`config.mk`:
```
export PLATFORM = sky130hd
export DESIGN_NAME = pkt_sf_fifo
export DESIGN_NICKNAME = d
export VERILOG_FILES = /design/src/rtl/pkt_sf_fifo.sv
export SDC_FILE = /design/constraint.sdc
export NUM_CORES = 2
export LEC_CHECK = 0
export BUFFER_PORTS_ARGS = -buffer_cell sky130_fd_sc_hd__buf_2
export CAP_MARGIN = 20
export CORE_MARGIN = 4
export CORE_UTILIZATION = 52
export CTS_CLUSTER_SIZE = 40
export DETAILED_ROUTE_END_ITERATION = 10
export HOLD_SLACK_MARGIN = 0.12
export PLACE_DENSITY = 0.69
export SETUP_SLACK_MARGIN = 0.3
export SLEW_MARGIN = 20
export SYNTH_ARGS = -nofsm -noshare
export SYNTH_HDL_FRONTEND = slang
export SYNTH_MEMORY_MAX_BITS = 65536
export SYNTH_SLANG_ARGS = --single-unit
```
`constraint.sdc`:
```
create_clock -name clk -period 34.5 [get_ports clk]
set_clock_uncertainty 0.05 [all_clocks]
set_input_delay 1.725 -clock clk [delete_from_list [all_inputs] [get_ports clk]]
set_output_delay 1.725 -clock clk [all_outputs]
set_load 0.01 [all_outputs]
```
`src/rtl/pkt_sf_fifo.sv`:
```
// pkt_sf_fifo
// Store-and-forward packet FIFO. A packet's beats are hidden from the reader
// until its final beat has been written. Errored packets, and packets too
// large to ever fit, are discarded by rewinding the speculative write pointer
// to the last commit point.
//
// Ports
//   clk, rst_n              clock, asynchronous active-low reset
//   in_valid/in_ready       producer handshake
//   in_data, in_last        beat payload and end-of-packet flag
//   in_err                  with in_last: discard the whole packet
//   out_valid/out_ready     consumer handshake (first-word fall-through)
//   out_data, out_last      beat at the read head
//   pkt_cnt                 committed packets not yet fully read
//   occupancy               stored beats, committed plus in-flight
//   err_drop, ovs_drop      one-cycle drop pulses (errored / oversize)
module pkt_sf_fifo #(
  parameter int DATA_W = 256,
  parameter int DEPTH  = 16,
  localparam int AW    = $clog2(DEPTH)
) (
  input  logic              clk,
  input  logic              rst_n,
  input  logic              in_valid,
  output logic              in_ready,
  input  logic [DATA_W-1:0] in_data,
  input  logic              in_last,
  input  logic              in_err,
  output logic              out_valid,
  input  logic              out_ready,
  output logic [DATA_W-1:0] out_data,
  output logic              out_last,
  output logic [AW:0]       pkt_cnt,
  output logic [AW:0]       occupancy,
  output logic              err_drop,
  output logic              ovs_drop
);

  localparam logic [AW:0] DEPTH_V = (AW+1)'(DEPTH);
  localparam logic [AW:0] ONE     = (AW+1)'(1);

  typedef enum logic [0:0] {
    ACCEPT = 1'b0,
    DROP   = 1'b1
  } state_t;

  state_t state, state_next;

  // Pointers carry one extra wrap bit so full and empty are distinguishable.
  logic [AW:0] rd_ptr, wr_ptr, cm_ptr;
  logic [AW:0] wr_ptr_next, cm_ptr_next;
  logic        full, rd_en, mem_we, commit, pkt_dec, err_set, ovs_set;

  logic [DATA_W:0] mem [DEPTH];
  logic [DATA_W:0] rd_word;

  assign occupancy = wr_ptr - rd_ptr;
  assign full      = (occupancy == DEPTH_V);
  assign out_valid = (rd_ptr != cm_ptr);
  assign rd_word   = mem[rd_ptr[AW-1:0]];
  assign out_data  = rd_word[DATA_W-1:0];
  assign out_last  = rd_word[DATA_W];
  assign rd_en     = out_valid & out_ready;
  assign pkt_dec   = rd_en & out_last;

  // Write-side FSM: next state, in_ready and speculative/commit pointer updates.
  always_comb begin
    state_next  = state;
    in_ready    = 1'b1;
    wr_ptr_next = wr_ptr;
    cm_ptr_next = cm_ptr;
    mem_we      = 1'b0;
    commit      = 1'b0;
    err_set     = 1'b0;
    ovs_set     = 1'b0;
    case (state)
      ACCEPT: begin
        in_ready = ~full;
        // Whole buffer is one unfinished packet: it can never complete, so
        // give the space back and swallow the rest of it.
        if (full && (cm_ptr == rd_ptr) && (wr_ptr != cm_ptr)) begin
          wr_ptr_next = cm_ptr;
          state_next  = DROP;
        end else if (in_valid && !full) begin
          mem_we = 1'b1;
          if (in_last && in_err) begin
            wr_ptr_next = cm_ptr;
            err_set     = 1'b1;
          end else if (in_last) begin
            wr_ptr_next = wr_ptr + ONE;
            cm_ptr_next = wr_ptr + ONE;
            commit      = 1'b1;
          end else begin
            wr_ptr_next = wr_ptr + ONE;
          end
        end else begin
          wr_ptr_next = wr_ptr;
        end
      end
      DROP: begin
        in_ready = 1'b1;
        if (in_valid && in_last) begin
          ovs_set    = 1'b1;
          state_next = ACCEPT;
        end else begin
          state_next = DROP;
        end
      end
      default: begin
        state_next = ACCEPT;
      end
    endcase
  end

  // State, pointers, packet counter and drop pulses.
  always_ff @(posedge clk or negedge rst_n) begin
    if (!rst_n) begin
      state    <= ACCEPT;
      rd_ptr   <= '0;
      wr_ptr   <= '0;
      cm_ptr   <= '0;
      pkt_cnt  <= '0;
      err_drop <= 1'b0;
      ovs_drop <= 1'b0;
    end else begin
      state    <= state_next;
      wr_ptr   <= wr_ptr_next;
      cm_ptr   <= cm_ptr_next;
      err_drop <= err_set;
      ovs_drop <= ovs_set;
      if (rd_en) begin
        rd_ptr <= rd_ptr + ONE;
      end
      case ({commit, pkt_dec})
        2'b10:   pkt_cnt <= pkt_cnt + ONE;
        2'b01:   pkt_cnt <= pkt_cnt - ONE;
        default: pkt_cnt <= pkt_cnt;
      endcase
    end
  end

  // Beat storage; contents need no reset since pointers gate visibility.
  always_ff @(posedge clk) begin
    if (mem_we) begin
      mem[wr_ptr[AW-1:0]] <= {in_last, in_data};
    end
  end

endmodule

```
==> impl_results.md <==
- GR Layer Usage met3: under 10%
- Least-Margin Pin Slew: around 1100 ps
- GPL Wtd Cong: 0.774
- Num ports: approximately 530
- Hold Crit Class: register to register
- Worst path cell trace: buf_4, buf_4, buf_4, buf_4, buf_4, mux4_2, mux4_2, buf_2
- GR Layer Usage met1: about a third
- Reg-to-reg setup timing slack: around 27000 ps
- CP peak stage delay: roughly 1200 ps
- Setup TNS: 0 ps
- Max Cap Violations: 0
- Top cells by count, synth: edfxtp_1 (4112), mux4_2 (1285), clkbuf_1 (128)
- Worst Path Max Fanout: 72
- Top_reg_cell synth: edfxtp_1
- Antenna-violating nets left: 0
- Fillcell total: just over 20000
- Crit path DAT: between 7000 and 8000 ps
- CTS buffer count: slightly above 400
- Fmax achieved: 108 MHz
- R2R cell count: 11
- Avg Inst Size Synth: around 27 µm²
- Total number of vias: 69000
- Fin. Hold Viols: 0
- Die W: 556 µm
- Period utilisation layout: roughly 27%
- WP buf/inv: 6
- Hold endpoint: pkt_cnt[4]
- Crit path kind: register to output pin
- Worst-Skew Late Latency: 940 ps
- Top Family by Delay on Critical Path: buffers and inverters
- Buffers on Ports: around 530
- Starting Density: around 52%
- Post-synth EDFFs: 4112
- Worst hold stages: 1
- Sequential share of the synthesized area: 79.6%
- Clk slew on worst S/H paths: around 60 ps
- Drt first pass iters: 5
- Vias in the first global route: a little over 70000
- GRT Total Usage: roughly 23%
- Hold Startpoint: pkt_cnt[4]
- Core box area: 298000 µm²
- Post-CTS setup repair buffer count: 0
- Layout Nets: just under 7000
- Total global routing overflow: 0
- CP Launch Type: register
- Design Area, Final: about 180000 µm²
- Netlist cell types: 44
- Row count: 200
- Largest net degree at the start of global routing: 146
- Remaining DRCs: 0
- Worst r2r src: rd_ptr[1]
- Worst R2R End: mem[2][126]
- Die height: between 500 and 600 µm
- Mapped Cells: a little under 6000
- Detailed Route Iter0 Violations: between 8000 and 9000
- Final HPWL from detailed placement: 178000 µm
- Post-layout min period: 9230 ps
- Synthesized area: 156000 µm²
- Pwr dens: 83.9 nW/µm²
- Routed vias/inst: ~6.3
- Initial antenna violation count: between 100 and 150
- Top cells by area, synth: edfxtp_1 (79%), mux4_2 (19%), buf_6 (0.46%), dfrtp_1 (0.37%), clkbuf_1 (0.31%)
- Die area: between 300000 and 400000 µm²
- Max Slew Vio Count: 0
- Per-cell routed wire length: between 30 and 40 µm
- Max VDD drop: between 0.06 and 0.07 mV
- First-pass GRT wire length: 513000 µm
- Unrepaired setup endpoints after global routing: no
- Layout area overhead: 13.3%
- Dominant cell by count in the synthesized netlist: edfxtp_1
- Setup violations, final: 0
- Critical path required time: around 33000 ps
- Post-Route WL: between 300000 and 400000 µm
- Slowest cell on crit path: dfrtp_4
- GRT met2 Usage: a little under two fifths
- Area share of the leading cell type in the synthesized netlist: between 70% and 80%
- Yosys top cell by area: edfxtp_1
- Clock sink count: around 4100
- Outcome: finished clean
- Post-synth ARST share: less than 1%
- Max H-tree Level: 5
- Ys Warns: 0
- Leak Pwr: 55.4 nW
- CTS tree: yes
- # resized after CTS: 0
- Syn_nets: 6157
- Maximum buffer depth of the clock tree: 4
- Critical Path Most Common Cell: buf_4
- Fraction of layout instances using a drive strength above 1: 36.6%
- #FFs+latches synth: roughly 4100
- Relative slew slack: 24.4%
- Placed Instance Area: approximately 160000 µm²
- Root buffer cell: clkbuf_16
- Hold_buf cts: 0
- Crit end category: output pin
- WHS: 432 ps
- Top Usage Layer GRT: met2
[stage by stage]
step,std cells,power [mW],setup slack (ps),utilization [%]
floorplan,5880,9.35,3970,-
global route,11000,15.4,24520,59.3
CTS,10900,15.0,24960,59.3
global placement,10200,10.5,26060,54.8
detailed placement,10200,10.6,26000,54.8
finish,11000,14.8,25270,59.4
[layer usage]
metal  wire [µm]  part of all wire [%]
met1      137000                    39
met2      174000                    49
met3       29800                   8.5
met4       11000                   3.1
met5         286                 0.081
[area by class of cell]
| class | count | area (µm²) | share of cell area (%) |
|---|---|---|---|
| Inverter | 15 | 63.8 | 0.0361 |
| Timing Repair Buffer | 672 | 3920 | 2.22 |
| Clock buffer | 517 | 10800 | 6.12 |
| Antenna cell | 53 | 133 | 0.0751 |
| Multi-Input combinational cell | 1433 | 30100 | 17.1 |
| Sequential cell | 4135 | 124000 | 70.2 |
| Clock inverter | 235 | 2560 | 1.45 |
| Tap cell | 3939 | 4930 | 2.79 |
[how the worst max path moves through the flow]
stage	from	to	slack, ps	depth (start not counted)
after detailed placement	rd_ptr[0]	out_data[67]	26000	8
after global placement	rd_ptr[0]	out_data[67]	26060	8
after global routing	rd_ptr[0]	out_data[67]	24520	8
final	rd_ptr[1]	out_data[196]	25270	8
after CTS	rd_ptr[0]	out_data[67]	24960	8
after floorplan	rd_ptr[1]	mem[11][0]	3970	12
[power breakdown]
group	switching (mW)	internal [mW]
clock network	1.85	2.54
registers	0.154	6.05
logic	2.27	1.95
total	4.28	10.5
[cells by family after synthesis]
kind of cell,synth area share [%]
DFF,79.6
muxes,18.6
buffers and inverters,1.14
and+or+nand+nor,0.228
AOI/OAI and AO/OA,0.152
xor gates and xnor gates,0.151
adders and majority gates,0.130
[placed cells by master (no fill, tap or decap), types with 20 or more instances in the layout]
| cell | n |
|---|---|
| edfxtp_1 | 4112 |
| mux4_2 | 1285 |
| buf_2 | 532 |
| clkbuf_16 | 414 |
| buf_4 | 123 |
| clkbuf_1 | 96 |
| clkinv_1 | 80 |
| clkinv_2 | 74 |
| diode_2 | 53 |
| bufinv_16 | 42 |
| dfrtp_1 | 20 |
[registers in the layout, summed over array words and instances, names as in the netlist]
register / count
pkt_cnt: 5
err_drop: 1
ovs_drop: 1
rd_ptr: 5
cm_ptr: 5
state: 1
mem: 4112
wr_ptr: 5
[worst reg2reg max path: stages (launching register included)]
cell	delay, ps
dfrtp_4	1160
inv_1	280
fa_1	530
xor2_1	280
nor4b_1	100
mux2_4	320
a21oi_2	580
and3_4	820
buf_4	880
buf_4	890
buf_4	680
buf_4	830
Note: power is estimated with default switching activity, not from simulation.
